==> config.mk <==
export PLATFORM = sky130hd
export DESIGN_NAME = adc_idelay_calib
export DESIGN_NICKNAME = d
export VERILOG_FILES = /design/src/rtl/adc_if_pkg.sv /design/src/rtl/adc_idelay_calib_eye.sv /design/src/rtl/adc_idelay_calib.sv
export SDC_FILE = /design/constraint.sdc
export NUM_CORES = 1
export LEC_CHECK = 0
export BUFFER_PORTS_ARGS = -buffer_cell sky130_fd_sc_hd__buf_2
export CORE_MARGIN = 3
export CORE_UTILIZATION = 40
export CTS_BUF_LIST = sky130_fd_sc_hd__clkbuf_4
export CTS_CLUSTER_SIZE = 20
export DETAILED_ROUTE_END_ITERATION = 10
export GPL_ROUTABILITY_DRIVEN = 1
export SETUP_SLACK_MARGIN = 0.2
export SYNTH_ARGS = -nofsm -noshare
export SYNTH_HDL_FRONTEND = slang
export SYNTH_HIERARCHICAL = 1
export SYNTH_SLANG_ARGS = --single-unit
==> constraint.sdc <==
create_clock -name adc_dco_clk -period 3.5 [get_ports adc_dco_clk]
set_input_delay 0 -clock adc_dco_clk [delete_from_list [all_inputs] [get_ports adc_dco_clk]]
set_output_delay 0 -clock adc_dco_clk [all_outputs]
set_load 0.01 [all_outputs]
==> src/rtl/adc_if_pkg.sv <==
// Shared definitions for the ADC capture path: IDELAY tap defaults, training
// patterns and the calibration state encoding.
package adc_if_pkg;

  localparam int TAP_W_DFLT    = 5;
  localparam int NUM_TAPS_DFLT = 32;

  localparam logic [7:0] PATTERN_P_DFLT = 8'h55;
  localparam logic [7:0] PATTERN_N_DFLT = 8'hAA;

  typedef enum logic [3:0] {
    ST_IDLE,
    ST_LOAD,
    ST_SETTLE,
    ST_CHECK,
    ST_EVAL,
    ST_CENTER,
    ST_VERIFY,
    ST_NEXT_LANE,
    ST_DONE
  } cal_state_e;

endpackage

==> src/rtl/adc_idelay_calib_eye.sv <==
// Eye bookkeeping for one lane sweep: tracks the current passing run and the
// widest run seen so far, and derives the centre tap of that widest run.
module adc_eye_tracker
  import adc_if_pkg::*;
#(
  parameter int TAP_W   = TAP_W_DFLT,
  parameter int MIN_EYE = 4
) (
  input  logic             clk,
  input  logic             rst_n,
  input  logic             clear,
  input  logic             eval,
  input  logic             pass,
  input  logic [TAP_W-1:0] tap,
  output logic [TAP_W:0]   best_len,
  output logic [TAP_W-1:0] ctr
);

  logic [TAP_W:0]   run_q, run_d, best_len_q, best_len_d, run_inc, half;
  logic [TAP_W-1:0] best_start_q, best_start_d;

  always_comb begin
    run_inc      = run_q + 1'b1;
    run_d        = run_q;
    best_len_d   = best_len_q;
    best_start_d = best_start_q;
    if (clear) begin
      run_d        = '0;
      best_len_d   = '0;
      best_start_d = '0;
    end else if (eval) begin
      if (pass) begin
        run_d = run_inc;
        // Strict compare keeps the lowest-tap eye when widths tie.
        if (run_inc > best_len_q) begin
          best_len_d   = run_inc;
          best_start_d = TAP_W'({1'b0, tap} - run_q);
        end
      end else begin
        run_d = '0;
      end
    end
  end

  always_ff @(posedge clk) begin
    if (!rst_n) begin
      run_q        <= '0;
      best_len_q   <= '0;
      best_start_q <= '0;
    end else begin
      run_q        <= run_d;
      best_len_q   <= best_len_d;
      best_start_q <= best_start_d;
    end
  end

  always_comb begin
    half = (best_len_q - 1'b1) >> 1;
    ctr  = '0;
    if (best_len_q >= (TAP_W+1)'(MIN_EYE))
      ctr = best_start_q + half[TAP_W-1:0];
  end

  assign best_len = best_len_q;

endmodule

==> src/rtl/adc_idelay_calib.sv <==
// Per-lane IDELAY calibration: sweeps every tap on each lane against a fixed
// ADC test pattern, loads the centre of the widest eye and reads it back.
module adc_idelay_calib
  import adc_if_pkg::*;
#(
  parameter int NUM_LANES  = 8,
  parameter int TAP_W      = TAP_W_DFLT,
  parameter int NUM_TAPS   = NUM_TAPS_DFLT,
  parameter int SETTLE_CYC = 16,
  parameter int WINDOW_CYC = 256,
  parameter int MIN_EYE    = 4,
  parameter logic [NUM_LANES-1:0] PATTERN_P = NUM_LANES'(PATTERN_P_DFLT),
  parameter logic [NUM_LANES-1:0] PATTERN_N = NUM_LANES'(PATTERN_N_DFLT)
) (
  input  logic                       adc_dco_clk,
  input  logic                       adc_rst_n,
  input  logic                       cal_start,
  input  logic [NUM_LANES-1:0]       adc_data_p_s,
  input  logic [NUM_LANES-1:0]       adc_data_n_s,
  input  logic [NUM_LANES*TAP_W-1:0] delay_rdata,
  output logic [NUM_LANES-1:0]       delay_ld,
  output logic [TAP_W-1:0]           delay_wdata,
  output logic                       cal_busy,
  output logic                       cal_done,
  output logic [NUM_LANES-1:0]       cal_fail,
  output logic [NUM_LANES*TAP_W-1:0] lane_tap
);

  localparam int LANE_W = (NUM_LANES > 1) ? $clog2(NUM_LANES) : 1;
  localparam int SET_W  = $clog2(SETTLE_CYC + 1);
  localparam int WIN_W  = $clog2(WINDOW_CYC + 1);

  cal_state_e               state_q, state_d;
  logic [LANE_W-1:0]        lane_q, lane_d;
  logic [TAP_W-1:0]         tap_q, tap_d;
  logic [SET_W-1:0]         scnt_q, scnt_d;
  logic [WIN_W-1:0]         wcnt_q, wcnt_d;
  logic                     err_q, err_d, vfy_q, vfy_d;
  logic                     busy_q, busy_d, done_q, done_d;
  logic [NUM_LANES-1:0]     fail_q, fail_d;
  logic [NUM_LANES*TAP_W-1:0] lane_tap_q, lane_tap_d;

  logic             trk_clear, trk_eval, lane_err;
  logic [TAP_W:0]   best_len;
  logic [TAP_W-1:0] ctr, rdata_lane;

  adc_eye_tracker #(.TAP_W(TAP_W), .MIN_EYE(MIN_EYE)) u_eye (
    .clk      (adc_dco_clk),
    .rst_n    (adc_rst_n),
    .clear    (trk_clear),
    .eval     (trk_eval),
    .pass     (~err_q),
    .tap      (tap_q),
    .best_len (best_len),
    .ctr      (ctr)
  );

  assign lane_err   = (adc_data_p_s[lane_q] != PATTERN_P[lane_q]) ||
                      (adc_data_n_s[lane_q] != PATTERN_N[lane_q]);
  assign rdata_lane = delay_rdata[lane_q*TAP_W +: TAP_W];

  always_comb begin
    state_d     = state_q;
    lane_d      = lane_q;
    tap_d       = tap_q;
    scnt_d      = scnt_q;
    wcnt_d      = wcnt_q;
    err_d       = err_q;
    vfy_d       = vfy_q;
    busy_d      = busy_q;
    done_d      = done_q;
    fail_d      = fail_q;
    lane_tap_d  = lane_tap_q;
    trk_clear   = 1'b0;
    trk_eval    = 1'b0;
    delay_ld    = '0;
    delay_wdata = '0;
    case (state_q)
      ST_IDLE, ST_DONE: begin
        if (cal_start) begin
          done_d     = 1'b0;
          fail_d     = '0;
          lane_tap_d = '0;
          lane_d     = '0;
          tap_d      = '0;
          err_d      = 1'b0;
          vfy_d      = 1'b0;
          busy_d     = 1'b1;
          trk_clear  = 1'b1;
          state_d    = ST_LOAD;
        end
      end
      ST_LOAD: begin
        delay_ld[lane_q] = 1'b1;
        delay_wdata      = tap_q;
        scnt_d           = '0;
        state_d          = ST_SETTLE;
      end
      ST_SETTLE: begin
        scnt_d = scnt_q + 1'b1;
        if (scnt_q == SET_W'(SETTLE_CYC - 1)) begin
          wcnt_d  = '0;
          err_d   = 1'b0;
          state_d = vfy_q ? ST_VERIFY : ST_CHECK;
        end
      end
      ST_CHECK: begin
        err_d  = err_q | lane_err;
        wcnt_d = wcnt_q + 1'b1;
        if (wcnt_q == WIN_W'(WINDOW_CYC - 1))
          state_d = ST_EVAL;
      end
      ST_EVAL: begin
        trk_eval = 1'b1;
        err_d    = 1'b0;
        if (tap_q == TAP_W'(NUM_TAPS - 1)) begin
          state_d = ST_CENTER;
        end else begin
          tap_d   = tap_q + 1'b1;
          state_d = ST_LOAD;
        end
      end
      ST_CENTER: begin
        // ctr is already 0 when the eye is too narrow.
        delay_ld[lane_q] = 1'b1;
        delay_wdata      = ctr;
        lane_tap_d[lane_q*TAP_W +: TAP_W] = ctr;
        if (best_len < (TAP_W+1)'(MIN_EYE))
          fail_d[lane_q] = 1'b1;
        vfy_d   = 1'b1;
        scnt_d  = '0;
        state_d = ST_SETTLE;
      end
      ST_VERIFY: begin
        if (rdata_lane != ctr)
          fail_d[lane_q] = 1'b1;
        state_d = ST_NEXT_LANE;
      end
      ST_NEXT_LANE: begin
        trk_clear = 1'b1;
        tap_d     = '0;
        vfy_d     = 1'b0;
        if (lane_q == LANE_W'(NUM_LANES - 1)) begin
          busy_d  = 1'b0;
          done_d  = 1'b1;
          state_d = ST_DONE;
        end else begin
          lane_d  = lane_q + 1'b1;
          state_d = ST_LOAD;
        end
      end
      default: state_d = ST_IDLE;
    endcase
  end

  always_ff @(posedge adc_dco_clk) begin
    if (!adc_rst_n) begin
      state_q    <= ST_IDLE;
      lane_q     <= '0;
      tap_q      <= '0;
      scnt_q     <= '0;
      wcnt_q     <= '0;
      err_q      <= 1'b0;
      vfy_q      <= 1'b0;
      busy_q     <= 1'b0;
      done_q     <= 1'b0;
      fail_q     <= '0;
      lane_tap_q <= '0;
    end else begin
      state_q    <= state_d;
      lane_q     <= lane_d;
      tap_q      <= tap_d;
      scnt_q     <= scnt_d;
      wcnt_q     <= wcnt_d;
      err_q      <= err_d;
      vfy_q      <= vfy_d;
      busy_q     <= busy_d;
      done_q     <= done_d;
      fail_q     <= fail_d;
      lane_tap_q <= lane_tap_d;
    end
  end

  assign cal_busy = busy_q;
  assign cal_done = done_q;
  assign cal_fail = fail_q;
  assign lane_tap = lane_tap_q;

endmodule

* Yosys cells after proc, flatten, opt, wreduce, memory -nomap -nowiden
Memory sizes are Yosys's and may differ from the RTL's. A register that Yosys moved wholly into a read port is not among the register bits.
Cells that the tools add are included.
** Cells by class
- Magnitude comparators :: 5
- $mul :: 1
- $add $sub $neg :: 9
- Mux-type cells :: 51
- Bitwise operators :: 4
- Equal/unequal tests :: 23
- Reductions and logical operators :: 24
- Shifts and indexed selects :: 3
** Operator list (number)
- 40-bit one-hot mux with 2 select lines :: 1
- 40-bit bitwise mux :: 1
- 40-bit 2-to-1 mux :: 1
- 5-bit by 34-bit variable shift with 40-bit output, first input constant :: 1
- 40-bit by 7-bit indexed part select with 5-bit output :: 1
- 5-bit by 34-bit indexed part select with 40-bit output :: 1
- 6-bit negation with 34-bit output :: 1
- 8-bit 2-to-1 mux :: 4
- 4-bit one-hot mux with 7 select lines :: 1
- 3-bit 2-to-1 mux :: 8
- 8-bit one-hot mux with 3 select lines :: 1
- 5-bit one-hot mux with 2 select lines :: 2
- 9-bit one-hot mux with 2 select lines :: 1
- 3-bit AND reduction :: 6
- 4-bit by 3-bit == test with 1-bit output, second input constant :: 4
- 4-bit 2-to-1 mux :: 4
- 2-bit != test, second input constant :: 8
- 5-bit 2-to-1 mux :: 3
- 5-bit one-hot mux with 3 select lines :: 1
- 1-bit 2-to-1 mux :: 12
- 5-bit by 1-bit adder with 5-bit output, second input constant :: 2
- 9-bit by 1-bit adder with 9-bit output, second input constant :: 1
- 9-bit by 8-bit == test with 1-bit output, second input constant :: 1
- 9-bit 2-to-1 mux :: 1
- other kinds (38) :: 53
** Storage, ports and cells
- Memories :: 2
- Bits in registers :: 95
- Bits in read-only memories :: 16
- Output and inout port bits :: 63
- Bits of input ports :: 59
** Memory list
- (name not given) :: depth 8, bits a word 1, rd ports 1, clocked after memory_dff 1, wr ports 0, RTL line adc_idelay_calib.sv:59 : (adc_data_n_s[lane_q] != PATTERN_N[lane_q]);
- (name not given) :: depth 8, bits a word 1, rd ports 1, clocked after memory_dff 1, wr ports 0, RTL line adc_idelay_calib.sv:58 : assign lane_err = (adc_data_p_s[lane_q] != PATTERN_P[lane_q]) ||

* Logic depth before layout (Yosys ltp)
Gate-level depths: netlist (run 1).
- Depth after elaboration :: 7
- Mapped depth :: 16
- Depth with buffers taken out :: 15

* Cells and area by module
The synthesis (run 1) kept the hierarchy.
** Modules (own cells, without submodules)
- adc_idelay_calib :: area an instance 4078.9 µm², times used 1, seq. area each 1601.5 µm², cells each 491
- adc_eye_tracker :: area an instance 1263.7 µm², times used 1, seq. area each 340.3 µm², cells each 141

* Worst setup path after synthesis (run 1)
Ideal clock, no wire load.
- Kind :: reg2reg
- From :: register u_eye.best_len_q[0], in the netlist u_eye/best_len[0]
- To :: register fail_q[0], in the netlist cal_fail[0]
- Arrival time :: 2.905 ns
- Path slack :: 0.462 ns
- Setup time :: 0.133 ns
- Cell stages (with the launch flop) :: 17
- Data required time :: 3.367 ns
- Cells stage by stage :: dfxtp_1 > inv_1 > ha_1 > inv_1 > ha_1 > inv_1 > fa_1 > inv_1 > a21o_1 > a21oi_1 > xnor2_1 > mux2i_1 > clkbuf_1 > xor2_1 > nand3_2 > nor3_4 > o41ai_1
** Between the ends
- Cells in the longest elaborated chain, start to end :: 6
- Elaborated cells between the ends (all ways) :: 9
- Classes of those cells :: add/sub (2); order compare (2); eq/ne (3); mux (1); reduce/logical (1)
** RTL lines
- start: declaration :: RTL line adc_idelay_calib_eye.sv:19 : logic [TAP_W:0] run_q, run_d, best_len_q, best_len_d, run_inc, half;
- start signal: assignment :: RTL line adc_idelay_calib_eye.sv:52 : best_len_q <= best_len_d;
- 6-bit by 1-bit subtractor with 6-bit output :: RTL line adc_idelay_calib_eye.sv:58 : half = (best_len_q - 1'b1) >> 1;
- 5-bit adder :: RTL line adc_idelay_calib_eye.sv:61 : ctr = best_start_q + half[TAP_W-1:0];
- 5-bit 2-to-1 mux (*) :: RTL line adc_idelay_calib_eye.sv:60 : if (best_len_q >= (TAP_W+1)'(MIN_EYE))
- via ctr[4] :: RTL line adc_idelay_calib.sv:45 : logic [TAP_W-1:0] ctr, rdata_lane;
- 5-bit != test (*) :: RTL line adc_idelay_calib.sv:135 : if (rdata_lane != ctr)
- 2-bit != test (no line) (*)
- 4-bit AND reduction (no line) (*)
- end signal: assignment :: RTL line adc_idelay_calib.sv:179 : fail_q <= fail_d;
- end: declaration :: RTL line adc_idelay_calib.sv:40 : logic [NUM_LANES-1:0] fail_q, fail_d;
Mark *: on every way through the listed nets, which the timed path passes. The rest lies on a longest branch.
A chain may end at the register's enable or synchronous reset.

* Worst setup path in the final report (run 1)
- From :: register u_eye.best_len_q[0], in the netlist u_eye/best_len[0]
- To :: register fail_q[7], in the netlist cal_fail[7]
Same word-level chain as after synthesis.

==> impl_results.md, run 1 <==
* Clock share of power at 29.3%
* Min-delay src: delay_rdata[12]
* Filler cells at 1271
* Count leader, synth: nor2_1
* Net Sw Frac at 28.0%
* Vias in the first global route at 4786
* EDFF count, synth at 0
* Final Hold Vio Count at 0
* Most common library cells after synthesis: nor2_1, dfxtp_1, a21oi_1
* DIE HEIGHT at 122 um
* Yosys reg bits at 97
* Root buf cell: clkbuf_4
* Routed wire length at 15100 um
* DR WL/cell at 16.4 um
* Drt drc at 0
* Initial antenna violation count at 1
* Clk slew on worst S/H paths at 0.14 ns
* Pint at 1.46 mW
* Remaining antenna violation count at 0
* Fmax at 0.329 GHz
* Share of the synthesized area in the top cell type at 36.3%
* Reg2Reg Capture Point: cal_fail[7]
* Detailed Routing Iterations Pass 1 at 5
* IO Count at 122
* Max VDD drop at 0.000220 V
* Main flop type after synthesis: dfxtp_1
* Comb pwr share at 13.9%
* CP Data Arrival Time at 3.37 ns
* Port bufs at 121
* R2R cell count at 16
* Clk_lat worst skew at 0.45 ns
* Critical Path End Type: register
* Worst Setup Start Kind: register
* Syn Area/Cell at 8.45 um^2
* Nets at 833
* Leakage power at 2.59 nW
* Fin cells at 920
* Tot GR Track Use at 20.4%
* Initial drt markers at 282
* Status: complete, no violations
* Core ar. at 12800 um^2
* Worst Path Required at 3.83 ns
* Syn Inst Count at 632
* WHS Path Cells at 8
* Mapped Nets at 722
* Die Area at 14800 um^2
* Netlist cell types at 66
* Starting density of the core at 41.7%
* Switch Pwr at 0.567 mW
* Critical Path Fanout Max at 8
* First-pass GRT wire length at 24100 um
* Final hold slack at 0.312 ns
* Clock Path Buffers at 2
* Worst rel slew slack at 28.2%
* Dpl cells at 900
* CP Class: reg -> reg
* Worst r2r src: u_eye/best_len[0]
* Largest net degree at the start of global routing at 65
* Fin crit share at 86.8%
* Reg2Reg Setup Slack at 0.46 ns
* Unrepaired setup endpoints after global routing: yes
* CTS tree: built
* Worst setup margin at 0.462 ns
* Worst Hold End: cal_fail[1]
* Final HPWL DP at 11300 um
* Flop pwr share at 56.7%
* Largest cells by area after synthesis: dfxtp_1, nor2_1, ha_1
* Pwr per Cell Area at 324 nW/um^2
* Layout cells sized above 1 at 24.0%
* HP Class: in -> reg
* Synthesis-to-finish area growth at 16.7%
* Setup violations, final at 0
* Slew @ Worst Pin at 1.08 ns
* Gpl congestion at 0.849
* Post-Syn Area at 5340 um^2
* TritonCTS Buffers at 9
* Setup Total Neg Slack at 0 ns
* Sequential element share of the synthesized area at 36.3%
* Fin Clk Skew at 0.0180 ns
* Row count at 41
* Routed vias/inst at 5.42
* Max-cap violations at 0
* Min cycle time layout at 3.04 ns
* Remaining global-route overflow at 0
* H-tree levels at 3
* Routed via count at 4983
* Pre-CTS setup slack at 0.409 ns
* Max-slew violations at 0
* Synth warn at 6
* Asr flop ratio synth at 0%
* Die X at 122 um
* Clock Sinks at 97
* Yosys top cell by area: dfxtp_1
[layout make-up]
cell class | instances | area (um^2) | area share (%)
Antenna cell | 1 | 2.50 | 0.0401
Timing Repair Buffer | 136 | 723 | 11.6
Tap cell | 172 | 215 | 3.45
Sequential cell | 97 | 1950 | 31.2
Multi-Input combinational cell | 470 | 3110 | 49.8
Inverter | 29 | 109 | 1.75
Clock buffer | 12 | 90.1 | 1.44
Clock inverter | 3 | 42.5 | 0.682
[registers in the layout, indices dropped and copies added, names as in the netlist, 3 cells and up, named ones only]
register / flops
cal_fail: 8
lane_q: 3
lane_tap: 40
scnt_q: 5
state_q: 4
tap_q: 5
u_eye/best_len: 6
u_eye/best_start_q: 5
u_eye/run_q: 6
wcnt_q: 9
[cell usage in the layout (no fill, tap or decap), types with 3 or more instances in the layout]
| cell | n |
|---|---|
| a22oi_1 | 38 |
| nor2_1 | 108 |
| a211oi_1 | 3 |
| nand2_1 | 37 |
| a221oi_1 | 4 |
| buf_4 | 13 |
| nor3_1 | 8 |
| o21ai_0 | 9 |
| xnor2_1 | 11 |
| a22o_1 | 5 |
| a211oi_2 | 3 |
| inv_1 | 27 |
| a21oi_1 | 44 |
| dfxtp_1 | 94 |
| nand2b_1 | 7 |
| o41ai_1 | 7 |
| nor2_2 | 4 |
| and3_1 | 6 |
| nor2b_1 | 3 |
| buf_2 | 121 |
| xor2_1 | 16 |
| o22ai_1 | 11 |
| a21o_1 | 4 |
| nand4_1 | 4 |
| or2_2 | 3 |
| mux2i_1 | 30 |
| clkbuf_4 | 12 |
| nand3_1 | 32 |
| a311oi_1 | 4 |
| ha_1 | 29 |
| and2_1 | 3 |
[power by group through the flow]
| stage | clock, mW | sequential (mW) | combinational, mW |
|---|---|---|---|
| 3_3_place_gp | 0 | 1.17 | 0.275 |
| 2_1_floorplan | 0 | 1.15 | 0.205 |
| 6_report | 0.594 | 1.15 | 0.282 |
| 3_5_place_dp | 0 | 1.17 | 0.278 |
| 4_1_cts | 0.616 | 1.15 | 0.282 |
| 5_1_grt | 0.659 | 1.15 | 0.318 |
[repair_timing]
| item | CTS | global route |
|---|---|---|
| gates resized for setup | 0 | 3 |
| hold buffers | 2 | 0 |
| setup endpoints to repair | 0 | 9 |
| endpoints found under the hold margin | 14 | 0 |
| setup buffers | 0 | 2 |
[worst max-delay path, stage by stage, from the launching register on]
cell,delay [ns]
dfxtp_4,0.39
inv_1,0.06
ha_1,0.28
inv_1,0.06
ha_1,0.15
inv_1,0.05
fa_1,0.39
inv_1,0.07
a21o_1,0.10
a21oi_1,0.07
xnor2_1,0.19
mux2i_1,0.28
buf_4,0.15
xor2_1,0.16
nand3_2,0.11
nor3_4,0.27
o41ai_1,0.14
[worst max path at each step]
stage | start | end | slack, ns | depth (start not counted)
finish | u_eye/best_len[0] | cal_fail[7] | 0.46 | 16
global route | u_eye/best_len[0] | cal_fail[5] | 0.20 | 16
CTS | u_eye/best_len[0] | delay_wdata[4] | 0.24 | 14
detailed placement | u_eye/best_len[0] | cal_fail[7] | 0.41 | 15
global placement | u_eye/best_len[0] | cal_fail[4] | 0.49 | 15
floorplan | u_eye/best_len[0] | cal_fail[0] | 0.46 | 16
[stage by stage]
step,power (mW),cell area (um^2),util (%)
6_report,2.02,6240,48.6
5_1_grt,2.13,6240,48.6
4_1_cts,2.05,6210,48.4
3_5_place_dp,1.45,6060,47.3
3_3_place_gp,1.45,6060,47.3
2_1_floorplan,1.36,5340,-
[metal layers]
metal / vias up / routed length (um) / global-route usage [%]
met3: 16 / 1030 / 4.27
li1: 2473 / - / -
met4: 0 / 227 / 5.46
met5: - / 0 / 0
met1: 2316 / 6780 / 26.8
met2: 178 / 7070 / 34.3
[logic make-up (layout without fill, tap and decap cells)]
kind of cell	Yosys count	after routing	share of synthesized area [%]
xor+xnor	27	27	4.43
buf+inv	65	180	5.53
flops	97	97	36.3
compound gates	144	144	18.7
mux	33	33	6.32
simple gates	235	235	21.1
fa+ha+maj	31	31	7.54
other cells	0	1	0
Note: power is estimated with default switching activity, not from simulation.
==> inputs of run 2 (changes only) <==
- BUFFER_PORTS_ARGS: -buffer_cell sky130_fd_sc_hd__buf_2 -> -buffer_cell sky130_fd_sc_hd__buf_4
==> run 2 against run 1 <==
Effect of this change:
- die area did not move
- design area rose by 5.2%
- largest power group unchanged
- combinational power rose by 7.4%
- first-iteration DRC count fell by 14%
- core utilization rose by 2.5 points
- critical endpoint is now delay_wdata[4]
- flip-flop and latch count did not move
- power rose by 5.6%
- count of clock-buffer cells in the layout fell by 2
==> impl_results.md, run 2 (same netlist as run 1, synthesis figures left out) <==
* Setup violations, final at 0
* Vias in the first global route at 4959
* Fin crit share at 87.0%
* Max-cap violations at 0
* Commonest non-fill, non-tap cell in the layout: buf_4
* CP Class: reg -> out
* Port bufs at 121
* Layout cells sized above 1 at 23.7%
* IO Count at 122
* Slew @ Worst Pin at 1.09 ns
* Core ar. at 12800 um^2
* Routed via count at 5008
* Critical Path End Type: output port
* Worst Path Required at 3.50 ns
* Clock Path Buffers at 2
* Commonest non-fill, non-tap cells in the layout: buf_4, nor2_1, dfxtp_1
* Pre-CTS setup slack at 0.415 ns
* DIE HEIGHT at 122 um
* Remaining antenna violation count at 0
* Total power at 2.14 mW
* Routed wire length at 15500 um
* H-tree levels at 3
* Tot GR Track Use at 21.0%
* Dpl cells at 900
* Initial drt markers at 242
* HP Class: in -> reg
* First-pass GRT wire length at 24700 um
* CP startpoint: u_eye/best_len[1]
* DR WL/cell at 16.9 um
* Setup Total Neg Slack at 0 ns
* Worst setup margin at 0.454 ns
* Final Hold Vio Count at 0
* Reg2Reg Setup Slack at 0.51 ns
* Clk_lat worst skew at 0.46 ns
* Final HPWL DP at 11400 um
* Fmax at 0.328 GHz
* CTS tree: built
* WHS Path Cells at 8
* Final core utilization at 51.2%
* Die X at 122 um
* Min-delay src: delay_rdata[12]
* Nets at 832
* Routed vias/inst at 5.44
* CP Data Arrival Time at 3.05 ns
* Fin cells at 920
* Unrepaired setup endpoints after global routing: no
* Pwr per Cell Area at 326 nW/um^2
* Initial antenna violation count at 1
* Root buf cell: clkbuf_4
* Row count at 41
* Worst Setup Start Kind: register
* R2R cell count at 14
* Detailed Routing Iterations Pass 1 at 7
* Critical Path Fanout Max at 4
* Status: complete, no violations
* Max-slew violations at 0
* Max VDD drop at 0.000170 V
* Synthesis-to-finish area growth at 22.8%
* Worst rel slew slack at 27.3%
* Worst r2r src: u_eye/best_len[1]
* Die Area at 14800 um^2
* Remaining global-route overflow at 0
* Largest net degree at the start of global routing at 65
* Starting density of the core at 41.7%
* Leakage power at 2.64 nW
* Min cycle time layout at 3.05 ns
* Fin Clk Skew at 0.0190 ns
* Max reg flops at 40
* Filler cells at 1263
* TritonCTS Buffers at 9
* Gpl congestion at 0.873
* Drt drc at 0
* Clk slew on worst S/H paths at 0.15 ns
* Clock Sinks at 97
==> run 2: cell count changes in the layout (fill, tap and decap cells not counted), sizes merged <==
cell / previous run / this run
buf: 134 / 133
bufinv: 1 / 2
clkbuf: 12 / 10
clkinv: 2 / 4
clkinvlp: 1 / 0
inv: 28 / 29
==> run 2: critical path, stage by stage, from the launching register on <==
cell,delay [ns]
dfxtp_1,0.40
inv_1,0.10
ha_1,0.21
xor2_1,0.20
inv_1,0.09
fa_1,0.42
inv_1,0.07
a21o_1,0.10
a21oi_1,0.07
xnor2_1,0.19
mux2i_1,0.30
buf_4,0.17
a22o_1,0.15
buf_4,0.13
==> run 2: final timing paths <==
path	to
setup reg to reg	cal_fail[7]
setup / recovery	delay_wdata[4]
hold / removal	cal_fail[1]
hold reg to reg	cal_done
==> run 2: metrics by stage <==
step	instance area [um^2]	hold slack [ns]
5_1_grt	6560	0.307
3_5_place_dp	6360	0.354
6_report	6560	0.291
2_1_floorplan	5340	0.184
4_1_cts	6550	0.266
3_3_place_gp	6360	0.343
==> run 2: timing repair <==
item                                    in CTS  in global routing
resized for setup                            0                  1
endpoints found under the setup margin       0                  8
hold endpoints to repair                    17                  0
buffers inserted                             0                  1
hold buffers                                 2                  0
==> run 2: final cells by class <==
| type | instances | area, um^2 | area share (%) |
|---|---|---|---|
| Multi-Input combinational cell | 470 | 3110 | 47.3 |
| Sequential cell | 97 | 1940 | 29.6 |
| Timing Repair Buffer | 135 | 1020 | 15.5 |
| Tap cell | 172 | 215 | 3.28 |
| Inverter | 29 | 109 | 1.66 |
| Clock inverter | 6 | 90.1 | 1.37 |
| Clock buffer | 10 | 75.1 | 1.14 |
| Antenna cell | 1 | 2.50 | 0.0381 |
==> run 2: power breakdown <==
part           leakage, nW  internal (mW)  switching, mW  total (mW)
combinational         1.77          0.120          0.183       0.303
clock               0.0886          0.301          0.383       0.684
sequential           0.783           1.12         0.0294        1.15
total                 2.64           1.54          0.595        2.14
==> run 2: layer usage <==
layer  GRT usage [%]  up-vias  wire [um]
met5               0        -          0
met4            7.70        0        295
met3            4.41       21       1030
met2            34.1      177       7060
met1            27.5     2335       7120
li1                -     2475          -
==> inputs of run 3 (changes only) <==
- CORE_MARGIN: 3 -> 1
==> run 3 against run 2 <==
Effect of this change:
- via count is 0.26% higher
- register-to-register slack worse by 0.06 ns
- wire length is 1.4% lower
- critical endpoint is now cal_fail[6]
==> impl_results.md, run 3 (same netlist as run 1, synthesis figures left out) <==
* Diode count at 0
* Routed via count at 5021
* Final core utilization at 50.8%
* Max VDD drop at 0.000142 V
* Comb pwr share at 14.8%
* Fin cells at 920
* Clock Sinks at 97
* Min cycle time layout at 3.05 ns
* Worst rel slew slack at 27.6%
* Flop pwr share at 57.6%
* Switch Pwr at 0.603 mW
* Final HPWL DP at 11200 um
* Status: complete, no violations
* Pre-CTS setup slack at 0.362 ns
* Clk slew on worst S/H paths at 0.15 ns
* WL met2 at 7200 um
* Fmax at 0.328 GHz
* Dpl cells at 899
* Filler cells at 1268
* Max reg flops at 40
* Vias in the first global route at 4744
* Die X at 118 um
* First-pass GRT wire length at 24300 um
* Layout cells sized above 1 at 24.1%
* Clk_lat worst skew at 0.47 ns
* Worst Setup Start Kind: register
* Routed wire length at 15300 um
* Remaining global-route overflow at 0
* Commonest non-fill, non-tap cells in the layout: buf_4, nor2_1, dfxtp_1
* Die Area at 13800 um^2
* Port bufs at 121
* WL met1 at 6870 um
* Gpl congestion at 0.880
* Total power at 2.00 mW
* DR WL/cell at 16.6 um
* Nets at 833
* Setup violations, final at 0
* Max-cap violations at 0
* Slew @ Worst Pin at 1.08 ns
* Critical Path Fanout Max at 8
* Tot GR Track Use at 21.7%
* Detailed Routing Iterations Pass 1 at 4
* Core ar. at 12800 um^2
* Cell Area, Placed at 6360 um^2
* H-tree levels at 3
* Pint at 1.39 mW
* Critical Path End Type: register
* Initial antenna violation count at 0
* Fin Clk Skew at 0.0212 ns
* Worst Path Required at 3.86 ns
* Pwr per Cell Area at 306 nW/um^2
* CTS tree: built
* TritonCTS Buffers at 9
* CP Class: reg -> reg
* Fin crit share at 87.1%
* Leakage power at 2.63 nW
* Net Sw Frac at 30.2%
* IO Count at 122
* Drt drc at 0
* Remaining antenna violation count at 0
* Initial drt markers at 262
* Synthesis-to-finish area growth at 22.0%
* Largest net degree at the start of global routing at 65
* Fin area at 6520 um^2
* Detail Route met3 WL at 995 um
* Row count at 41
* DIE HEIGHT at 118 um
* Final hold slack at 0.316 ns
* Starting density of the core at 41.7%
* HP Class: in -> reg
* Max-slew violations at 0
* Routed vias/inst at 5.46
* Root buf cell: clkbuf_4
* CP Data Arrival Time at 3.41 ns
* DR top layer: met4
* Clock Path Buffers at 2
* Commonest non-fill, non-tap cell in the layout: buf_4
* Unrepaired setup endpoints after global routing: no
* Setup Total Neg Slack at 0 ns
* Clock share of power at 27.6%
* Worst setup margin at 0.450 ns
* Final Hold Vio Count at 0
[run 3: final cells by class]
cell class                 count  area, um^2  area share (%)
multi-input combinational    470        3110            47.6
tap                          172         215            3.30
sequential                    97        1950            29.8
clock inverter                 6        43.8           0.672
inverter                      29         109            1.67
clock buffer                  10        75.1            1.15
timing repair buffer         136        1030            15.7
[run 3: worst paths after layout]
kind,start,slack [ns],depth (start not counted),endpoint
setup / recovery,u_eye/best_len[0],0.45,17,cal_fail[6]
setup reg to reg,u_eye/best_len[0],0.45,17,cal_fail[6]
hold reg to reg,cal_done,0.47,2,cal_done
hold / removal,adc_data_p_s[0],0.32,6,err_q
[run 3: layer usage]
metal  global-route usage, %  vias to the layer above
met5                       0                        -
met4                    7.37                        0
met3                    4.80                       14
met2                    36.3                      167
met1                    27.6                     2372
li1                        -                     2468
[run 3: what timing repair did]
| action | in CTS | in global routing |
|---|---|---|
| hold endpoints to repair | 16 | 0 |
| resized for setup | 0 | 2 |
| setup endpoints to repair | 0 | 9 |
| setup buffers | 0 | 3 |
| hold buffers | 2 | 0 |
[run 3: worst max-delay path, cell delays in order (launching register included)]
cell,delay [ns]
dfxtp_2,0.40
inv_1,0.07
ha_1,0.29
inv_1,0.06
ha_1,0.15
inv_1,0.06
fa_1,0.39
inv_1,0.07
a21o_1,0.11
a21oi_1,0.07
xnor2_1,0.17
mux2i_1,0.27
buf_4,0.15
xor2_1,0.07
nand3_2,0.10
nor3_4,0.04
buf_4,0.17
o41ai_1,0.34
[run 3: power groups by stage]
stage	sequential (mW)	combinational (mW)	clock (mW)
2_1_floorplan	1.15	0.205	0
3_3_place_gp	1.17	0.289	0
3_5_place_dp	1.17	0.294	0
4_1_cts	1.15	0.297	0.572
5_1_grt	1.15	0.327	0.613
6_report	1.15	0.296	0.551
